===== src/rtl/ssd1306_spi_tx.sv =====
// SPI mode-0 byte serializer for the SSD1306 OLED panel.
// Takes one byte plus a D/C flag per handshake and shifts it out MSB-first.
// Each byte is framed by chip-select, with one SCLK half-period of setup
// before the first edge and one of hold after the last edge.
// The SCLK half-period is CLK_DIV clk_in cycles (legal range 1..255).
//
// state    | meaning
// ---------+----------------------------------------------------------
// ST_IDLE  | CS high, ready for a new byte
// ST_SETUP | CS low, MOSI holds bit 7, SCLK low before the first rise
// ST_HIGH  | SCLK high; the panel has sampled MOSI on the rising edge
// ST_LOW   | SCLK low; MOSI carries the next bit
// ST_HOLD  | SCLK low after the last bit, before CS is released

module ssd1306_spi_tx #(
  parameter int CLK_DIV = 4
) (
  input  logic       clk_in,
  input  logic       reset,
  input  logic       command_start,
  input  logic [7:0] command_in,
  input  logic       dc_in,
  output logic       command_ready,
  output logic       byte_done,
  output logic       oled_csn,
  output logic       oled_dc,
  output logic       oled_sclk,
  output logic       oled_mosi
);

  localparam logic [2:0] ST_IDLE  = 3'd0;
  localparam logic [2:0] ST_SETUP = 3'd1;
  localparam logic [2:0] ST_HIGH  = 3'd2;
  localparam logic [2:0] ST_LOW   = 3'd3;
  localparam logic [2:0] ST_HOLD  = 3'd4;

  // The divider counts down from CLK_DIV-1 to zero, so each phase lasts
  // exactly CLK_DIV cycles including the cycle on which it is entered.
  localparam logic [7:0] DIV_LOAD = 8'(CLK_DIV - 1);

  logic [2:0] state;
  logic [7:0] shift_reg;
  logic [2:0] bit_cnt;
  logic [7:0] div_cnt;
  logic       div_tc;

  // Terminal count of the half-period timer.
  assign div_tc = (div_cnt == 8'd0);

  // MOSI is taken straight from the shift register MSB, which is itself a
  // flop. The register is cleared when a byte ends, so MOSI idles low.
  assign oled_mosi = shift_reg[7];

  // Sequencing of the handshake, the half-period timer, and the SPI pins.
  always_ff @(posedge clk_in) begin
    if (reset) begin
      state         <= ST_IDLE;
      shift_reg     <= 8'h00;
      bit_cnt       <= 3'd0;
      div_cnt       <= 8'h00;
      command_ready <= 1'b1;
      byte_done     <= 1'b0;
      oled_csn      <= 1'b1;
      oled_dc       <= 1'b0;
      oled_sclk     <= 1'b0;
    end else begin
      byte_done <= 1'b0;
      case (state)
        ST_IDLE: begin
          if (command_start) begin
            shift_reg     <= command_in;
            oled_dc       <= dc_in;
            oled_csn      <= 1'b0;
            command_ready <= 1'b0;
            bit_cnt       <= 3'd0;
            div_cnt       <= DIV_LOAD;
            state         <= ST_SETUP;
          end
        end

        // SETUP and LOW both end by raising SCLK; only their entry differs.
        ST_SETUP, ST_LOW: begin
          if (div_tc) begin
            oled_sclk <= 1'b1;
            div_cnt   <= DIV_LOAD;
            state     <= ST_HIGH;
          end else begin
            div_cnt <= div_cnt - 8'd1;
          end
        end

        ST_HIGH: begin
          if (div_tc) begin
            oled_sclk <= 1'b0;
            div_cnt   <= DIV_LOAD;
            if (bit_cnt == 3'd7) begin
              // Last bit keeps MOSI unchanged through the hold phase.
              state <= ST_HOLD;
            end else begin
              shift_reg <= {shift_reg[6:0], 1'b0};
              bit_cnt   <= bit_cnt + 3'd1;
              state     <= ST_LOW;
            end
          end else begin
            div_cnt <= div_cnt - 8'd1;
          end
        end

        ST_HOLD: begin
          if (div_tc) begin
            oled_csn      <= 1'b1;
            command_ready <= 1'b1;
            shift_reg     <= 8'h00;
            byte_done     <= 1'b1;
            state         <= ST_IDLE;
          end else begin
            div_cnt <= div_cnt - 8'd1;
          end
        end

        default: begin
          state         <= ST_IDLE;
          shift_reg     <= 8'h00;
          oled_csn      <= 1'b1;
          oled_sclk     <= 1'b0;
          command_ready <= 1'b1;
        end
      endcase
    end
  end

endmodule

===== config.mk =====
export PLATFORM = sky130hd
export DESIGN_NAME = ssd1306_spi_tx
export DESIGN_NICKNAME = d
export VERILOG_FILES = /design/src/rtl/ssd1306_spi_tx.sv
export SDC_FILE = /design/constraint.sdc
export NUM_CORES = 1
export LEC_CHECK = 0
export ABC_AREA = 1
export BUFFER_PORTS_ARGS = -buffer_cell sky130_fd_sc_hd__clkbuf_2
export CELL_PAD_IN_SITES_DETAIL_PLACEMENT = 0
export CELL_PAD_IN_SITES_GLOBAL_PLACEMENT = 1
export CORE_MARGIN = 4
export CORE_UTILIZATION = 41
export CTS_CLUSTER_DIAMETER = 100
export DETAILED_ROUTE_END_ITERATION = 12
export PLACE_DENSITY_LB_ADDON = 0.1
export SLEW_MARGIN = 25
export SYNTH_ARGS = -nofsm -noshare
export SYNTH_HDL_FRONTEND = slang
export SYNTH_SLANG_ARGS = --single-unit

===== constraint.sdc =====
create_clock -name clk_in -period 1.6 [get_ports clk_in]
set_input_delay 0.16 -clock clk_in [delete_from_list [all_inputs] [get_ports clk_in]]
set_output_delay 0.16 -clock clk_in [all_outputs]
set_load 0.05 [all_outputs]

**Word-level counts from Yosys, hierarchy flattened**

Cells that the tools add are included.

- Eq/ne operators: 11
- Multiplexer cells: 25
- Add/subtract/negate cells: 2
- Reduce and logical (&&, ||, !) cells: 15
- Bitwise logic cells: 4

Operators by type and width:

| kind | count |
|---|---|
| 2-to-1 mux 8 bit | 7 |
| case mux 8 bit (4 select lines) | 1 |
| 2-to-1 mux 3 bit | 8 |
| case mux 8 bit (3 select lines) | 1 |
| != test 2 bit, second input constant | 6 |
| case mux 3 bit (4 select lines) | 1 |
| AND reduction 3 bit | 3 |
| zero test 8 bit | 1 |
| AND reduction 4 bit | 2 |
| subtractor 8 x 1 -> 8 bit, second input constant | 1 |
| == test 3 x 2 -> 1 bit, second input constant | 2 |
| == test 3 bit, second input constant | 2 |
| case mux 1 bit (3 select lines) | 2 |
| case mux 3 bit (2 select lines) | 1 |
| OR reduction 2 bit | 3 |
| AND reduction 5 bit | 1 |
| 2-to-1 mux 1 bit | 4 |
| NOT 1 bit | 4 |
| adder 3 x 1 -> 3 bit, second input constant | 1 |
| == test 3 x 1 -> 1 bit, second input constant | 1 |
| zero test 3 bit | 1 |
| nonzero test 3 bit | 1 |
| OR reduction 3 bit | 1 |
| AND reduction 2 bit | 1 |
| nonzero test 2 bit | 1 |

- Word-level logic and storage cells: 65
- Flip-flop bits (word level): 26

**Logic depth before layout (Yosys ltp)**

- Depth in word-level cells: 4
- Depth in mapped cells: 11
- Depth with buffers taken out: 11

**Least setup slack after synthesis**

No wires, ideal clock.

- Path type: register to register
- Start point: reg div_cnt[0]
- End point: reg shift_reg[7]
- Data arrival time: 1.355 ns
- Library setup time: 0.064 ns
- Buffers on the path: 0
- Period minus slack after synthesis: 1.419 ns
- Stages on the path, launching flop included: 11
- Path slack: 0.181 ns
- Cells stage by stage: dfxtp_1 -> inv_1 -> ha_1 -> nand2_1 -> nor2_2 -> nand2_2 -> nand2_1 -> nand2_2 -> nor2_4 -> nor2_1 -> nor2_1

- Word-level cells in the longest chain between the ends: 3

Ends and longest elaborated chain:

| what | RTL line | source |
|---|---|---|
| from (decl) | 44 | `logic [7:0] div_cnt;` |
| from (signal assigned) | 88 | `div_cnt <= div_cnt - 8'd1;` |
| from (signal assigned) | 105 | `div_cnt <= div_cnt - 8'd1;` |
| from (signal assigned) | 117 | `div_cnt <= div_cnt - 8'd1;` |
| zero test 8 bit (*) | 48 | `assign div_tc = (div_cnt == 8'd0);` |
| != test 2 bit (no source line) | -- |  |
| AND reduction 5 bit (no source line) (*) | -- |  |
| to (signal assigned) | 71 | `shift_reg <= command_in;` |
| to (signal assigned) | 100 | `shift_reg <= {shift_reg[6:0], 1'b0};` |
| to (decl) | 42 | `logic [7:0] shift_reg;` |

Every way passes the cells marked *; elsewhere a longest branch is shown, timed or not.
A chain may end at the register's enable or synchronous reset.

**Final worst setup path**

- Start point: reg div_cnt[0]
- End point: reg div_cnt[0]

- Word-level cells in the longest chain between the ends: 3

Ends and longest elaborated chain:

| what | RTL line | source |
|---|---|---|
| subtractor 8 x 1 -> 8 bit / zero test 8 bit (equally long branches) | -- |  |
| 2-to-1 mux 8 bit, or another cell as far along | 110 | `if (div_tc) begin` |
| case mux 8 bit (3 select lines) / AND reduction 3 bit (equally long branches) | -- |  |

Several ways; a longest one is shown, not always the timed one. The select of a mux whose other input is x is not followed.

==> key figures <==
Status
  – Outcome: completed

Worst setup path
  – CP Cell Sequence: inv_2 -> ha_4 -> buf_4 -> nand2_1 -> nor2_2 -> nand2_2 -> nand2_4 -> a21oi_1 -> a21oi_1
  – Setup Crit Path Kind: reg2reg
  – Required time of the critical path: 1.75 ns
  – Max incr delay on CP: 0.34 ns
  – Crit-path slowest cell: sky130_fd_sc_hd__dfxtp_2
  – Worst path arrival time: 1.68 ns
  – Worst setup EP type: flop
  – Kind of start point of the critical path: flop
  – Highest fanout seen on the critical path: 8
  – Most common cell on crit path: sky130_fd_sc_hd__a21oi_1

Floorplanning
  – Die height: 70.4 um
  – Count of standard-cell rows: 22
  – Top Ports: 18
  – Initial core utilization: 43.0%
  – Area of the core region: 3720 um^2
  – Width of the die: 70.4 um
  – Die Area: 4960 um^2

Detailed routing
  – Routed via count divided by cell count: 4.86
  – Routed via count: 1527
  – Drt pass-1 iters: 4
  – Wire length per cell after detailed routing: 11.8 um
  – DRC errors left: 0
  – Post-detailed-route count of antenna-violating nets: 0
  – Wirelength, routed: 3.72 mm
  – Drt initial violations: 72

Finish
  – Share of final-layout standard cells stronger than drive strength 1: 25.9%
  – Post-route cell area: 1860 um^2
  – Reg area: 522 um^2
  – Antenna Diode Count: 0
  – Count of fill cells added during filler insertion: 401
  – Post-route insts no fill: 314
  – Final-stage net count: 283
  – Layout overhead on the synthesized area: 16.6%
  – Area of the multi-input gates: 925 um^2

STA
  – Final Max Slew Viols: 0
  – Min cycle time layout: 1.53 ns
  – Hold violation total from the final report: 0
  – Final clock skew: 0.00511 ns
  – Worst-margin pin slew: 0.350 ns
  – Maximum frequency from static timing analysis: 654 MHz
  – Worst rel slew slack: 76.6%
  – Total setup violations reported at the end of the flow: 0
  – Final critical-path share of the clock period: 95.6%

Clock tree
  – Post-CTS clock slew at the launch and capture registers of the worst setup and hold paths: 0.09 ns
  – Largest buffer count on any clock path: 2
  – Number of H-tree levels: 1
  – CTS tree: yes
  – Num Clock Sinks: 26
  – Clock buffers created by TritonCTS: 3
  – Hold_buf cts: 0
  – Clock latency of the later-clocked register in the worst-skew pair: 0.26 ns
  – Cell chosen for the clock root: sky130_fd_sc_hd__clkbuf_8

Pwr
  – Worst IR drop on VDD: 629 uV
  – Part of the total power dissipated in the clock network: 10.2%
  – Sequential Power Share: 28.5%
  – Power per Cell Area: 1930 nW/um^2
  – Logic gate share of total power: 61.2%
  – Leak Pwr: 0.927 nW
  – Cell internal pwr: 0.00180 W
  – Switching part of the total power: 49.7%
  – Net switching power figure: 0.00179 W

Synth
  – Post-synthesis cell area: 1600 um^2
  – Synth Area in Simple Gates: 46.5%
  – Synthesized instance count: 240
  – Number of warnings printed during yosys synthesis: 0
  – Synth Area in Adders: 2.35%
  – Share of synthesized area spent on multiplexers: 0%
  – Compound-cell area share of the yosys netlist: 7.05%
  – Number of synthesized register bits: 26
  – Post-synth cell types: 25
  – Post-Synthesis Net Count: 255
  – Synthesized-area fraction occupied by xor and xnor cells: 0%
  – Proportion of synthesized chip area in sequential cells: 32.6%
  – Per-instance average area after synthesis: 6.65 um^2
  – Main combinational cell family by area after synthesis: simple AND/OR/NAND/NOR gates

GRT
  – Global-route wire length before repair: 6.27 mm
  – Total congestion overflow: 0
  – Largest net degree at the start of global routing: 14
  – Vias in the first global route: 1419
  – Combined global-route utilization of all metal layers: 15.4%
  – Initial antenna violation count: 0

Placed design
  – Count of input and output buffers: 17
  – Post-placement cell count: 309
  – Final weighted congestion of routability-driven global placement: 0.825
  – Hpwl dp: 2.80 mm
  – Total placed instance area: 1770 um^2

Run
  – Count of max-cap constraint violations: 0

Min path
  – Worst hold path class: in2reg
[Yosys cell counts, drive strengths merged]
master / n / area, um^2
dfxtp: 26 / 521
nand2: 70 / 300
inv: 35 / 139
ha: 3 / 37.5
nand3: 26 / 143
clkbuf: 1 / 3.75
nor2: 41 / 196
o21ai: 4 / 31.3
buf: 5 / 41.3
nand4: 13 / 81.3
nor3: 2 / 21.3
a21oi: 14 / 81.3
[final cells by class]
type	instances	share of cell area [%]
multi-input combinational	173	49.7
sequential	26	28.0
timing repair buffer	29	9.41
inverter	35	7.46
tap	48	3.23
clock buffer	3	2.22
[worst max-delay path, delay by kind of cell (launching register included)]
family / cells / cell delay [ns]
AND/OR/NAND/NOR: 4 / 0.40
flip-flops: 1 / 0.34
AO/OA/AOI/OAI: 2 / 0.33
adder cells (fa/ha/maj): 1 / 0.17
buffers and inverters: 2 / 0.17
[power groups by stage]
stage	combinational (W)	clock [W]	sequential, W
6_report	0.00220	0.000368	0.00102
5_1_grt	0.00248	0.000409	0.00105
4_1_cts	0.00217	0.000384	0.00102
3_5_place_dp	0.00211	0	0.00103
3_3_place_gp	0.00214	0	0.00103
2_1_floorplan	0.00157	0	0.00111
[timing repair]
action / in CTS / in global routing
pin swaps: 1 / 6
setup buffers: 0 / 2
endpoints found under the setup margin: 8 / 18
resized for setup: 3 / 7
[path summary, 6_finish.rpt]
| path | startpoint | endpoint | slack [ns] | depth (start not counted) |
|---|---|---|---|---|
| setup / recovery | div_cnt[0] | div_cnt[0] | 0.07 | 9 |
| hold / removal | dc_in | oled_dc | 0.14 | 3 |
| hold reg to reg | div_cnt[0] | div_cnt[0] | 0.43 | 1 |
| setup reg to reg | div_cnt[0] | div_cnt[0] | 0.07 | 9 |
[metrics by stage]
stage | hold WS, ns | power (W) | setup TNS [ns] | util, % | setup slack, ns
2_1_floorplan | 0.324 | 0.00269 | 0 | - | 0.181
3_3_place_gp | 0.416 | 0.00317 | 0 | 47.7 | 0.0234
3_5_place_dp | 0.423 | 0.00314 | -0.183 | 47.7 | -0.0282
4_1_cts | 0.133 | 0.00357 | 0 | 49.1 | 0.0169
5_1_grt | 0.153 | 0.00394 | -0.0159 | 50.1 | -0.00879
6_report | 0.142 | 0.00359 | 0 | 50.1 | 0.0699
[cells by family (layout without fill, tap and decap cells)]
kind of cell,count (synthesis),after routing
simple gates,152,152
buf+inv,41,67
flops,26,26
compound gates,18,18
fa+ha+maj,3,3
[placed cells by master (no fill, tap or decap)]
| cell type | netlist | layout |
|---|---|---|
| sky130_fd_sc_hd__nor2_2 | 5 | 4 |
| sky130_fd_sc_hd__clkbuf_2 | 0 | 17 |
| sky130_fd_sc_hd__inv_1 | 28 | 26 |
| sky130_fd_sc_hd__clkbuf_8 | 0 | 3 |
| sky130_fd_sc_hd__inv_2 | 4 | 6 |
| sky130_fd_sc_hd__nor2_4 | 4 | 5 |
| sky130_fd_sc_hd__dfxtp_1 | 26 | 25 |
| sky130_fd_sc_hd__dfxtp_2 | 0 | 1 |
| sky130_fd_sc_hd__nor3_1 | 1 | 1 |
| sky130_fd_sc_hd__a21oi_1 | 13 | 13 |
| sky130_fd_sc_hd__nand2_4 | 2 | 4 |
| sky130_fd_sc_hd__ha_4 | 0 | 1 |
| sky130_fd_sc_hd__nor3_4 | 1 | 1 |
| sky130_fd_sc_hd__nand2_1 | 59 | 57 |
| sky130_fd_sc_hd__nand3_1 | 25 | 25 |
| sky130_fd_sc_hd__nand4_1 | 13 | 13 |
| sky130_fd_sc_hd__nor2_1 | 32 | 32 |
| sky130_fd_sc_hd__a21oi_4 | 1 | 1 |
| sky130_fd_sc_hd__nand3_4 | 1 | 1 |
| sky130_fd_sc_hd__ha_1 | 3 | 2 |
| sky130_fd_sc_hd__o21ai_0 | 1 | 1 |
| sky130_fd_sc_hd__o21ai_4 | 1 | 1 |
| sky130_fd_sc_hd__o21ai_1 | 2 | 2 |
| sky130_fd_sc_hd__nand2_2 | 9 | 9 |
| sky130_fd_sc_hd__inv_4 | 3 | 3 |
| sky130_fd_sc_hd__buf_4 | 2 | 12 |
[per-layer routing]
layer / vias to the layer above / GRT usage, % / routed length [um]
li1: 819 / - / -
met1: 684 / 20.2 / 1810
met2: 20 / 25.9 / 1750
met3: 4 / 2.45 / 116
met4: 0 / 4.26 / 38
met5: - / 0 / 0
Power figures use the tool's default switching activity.
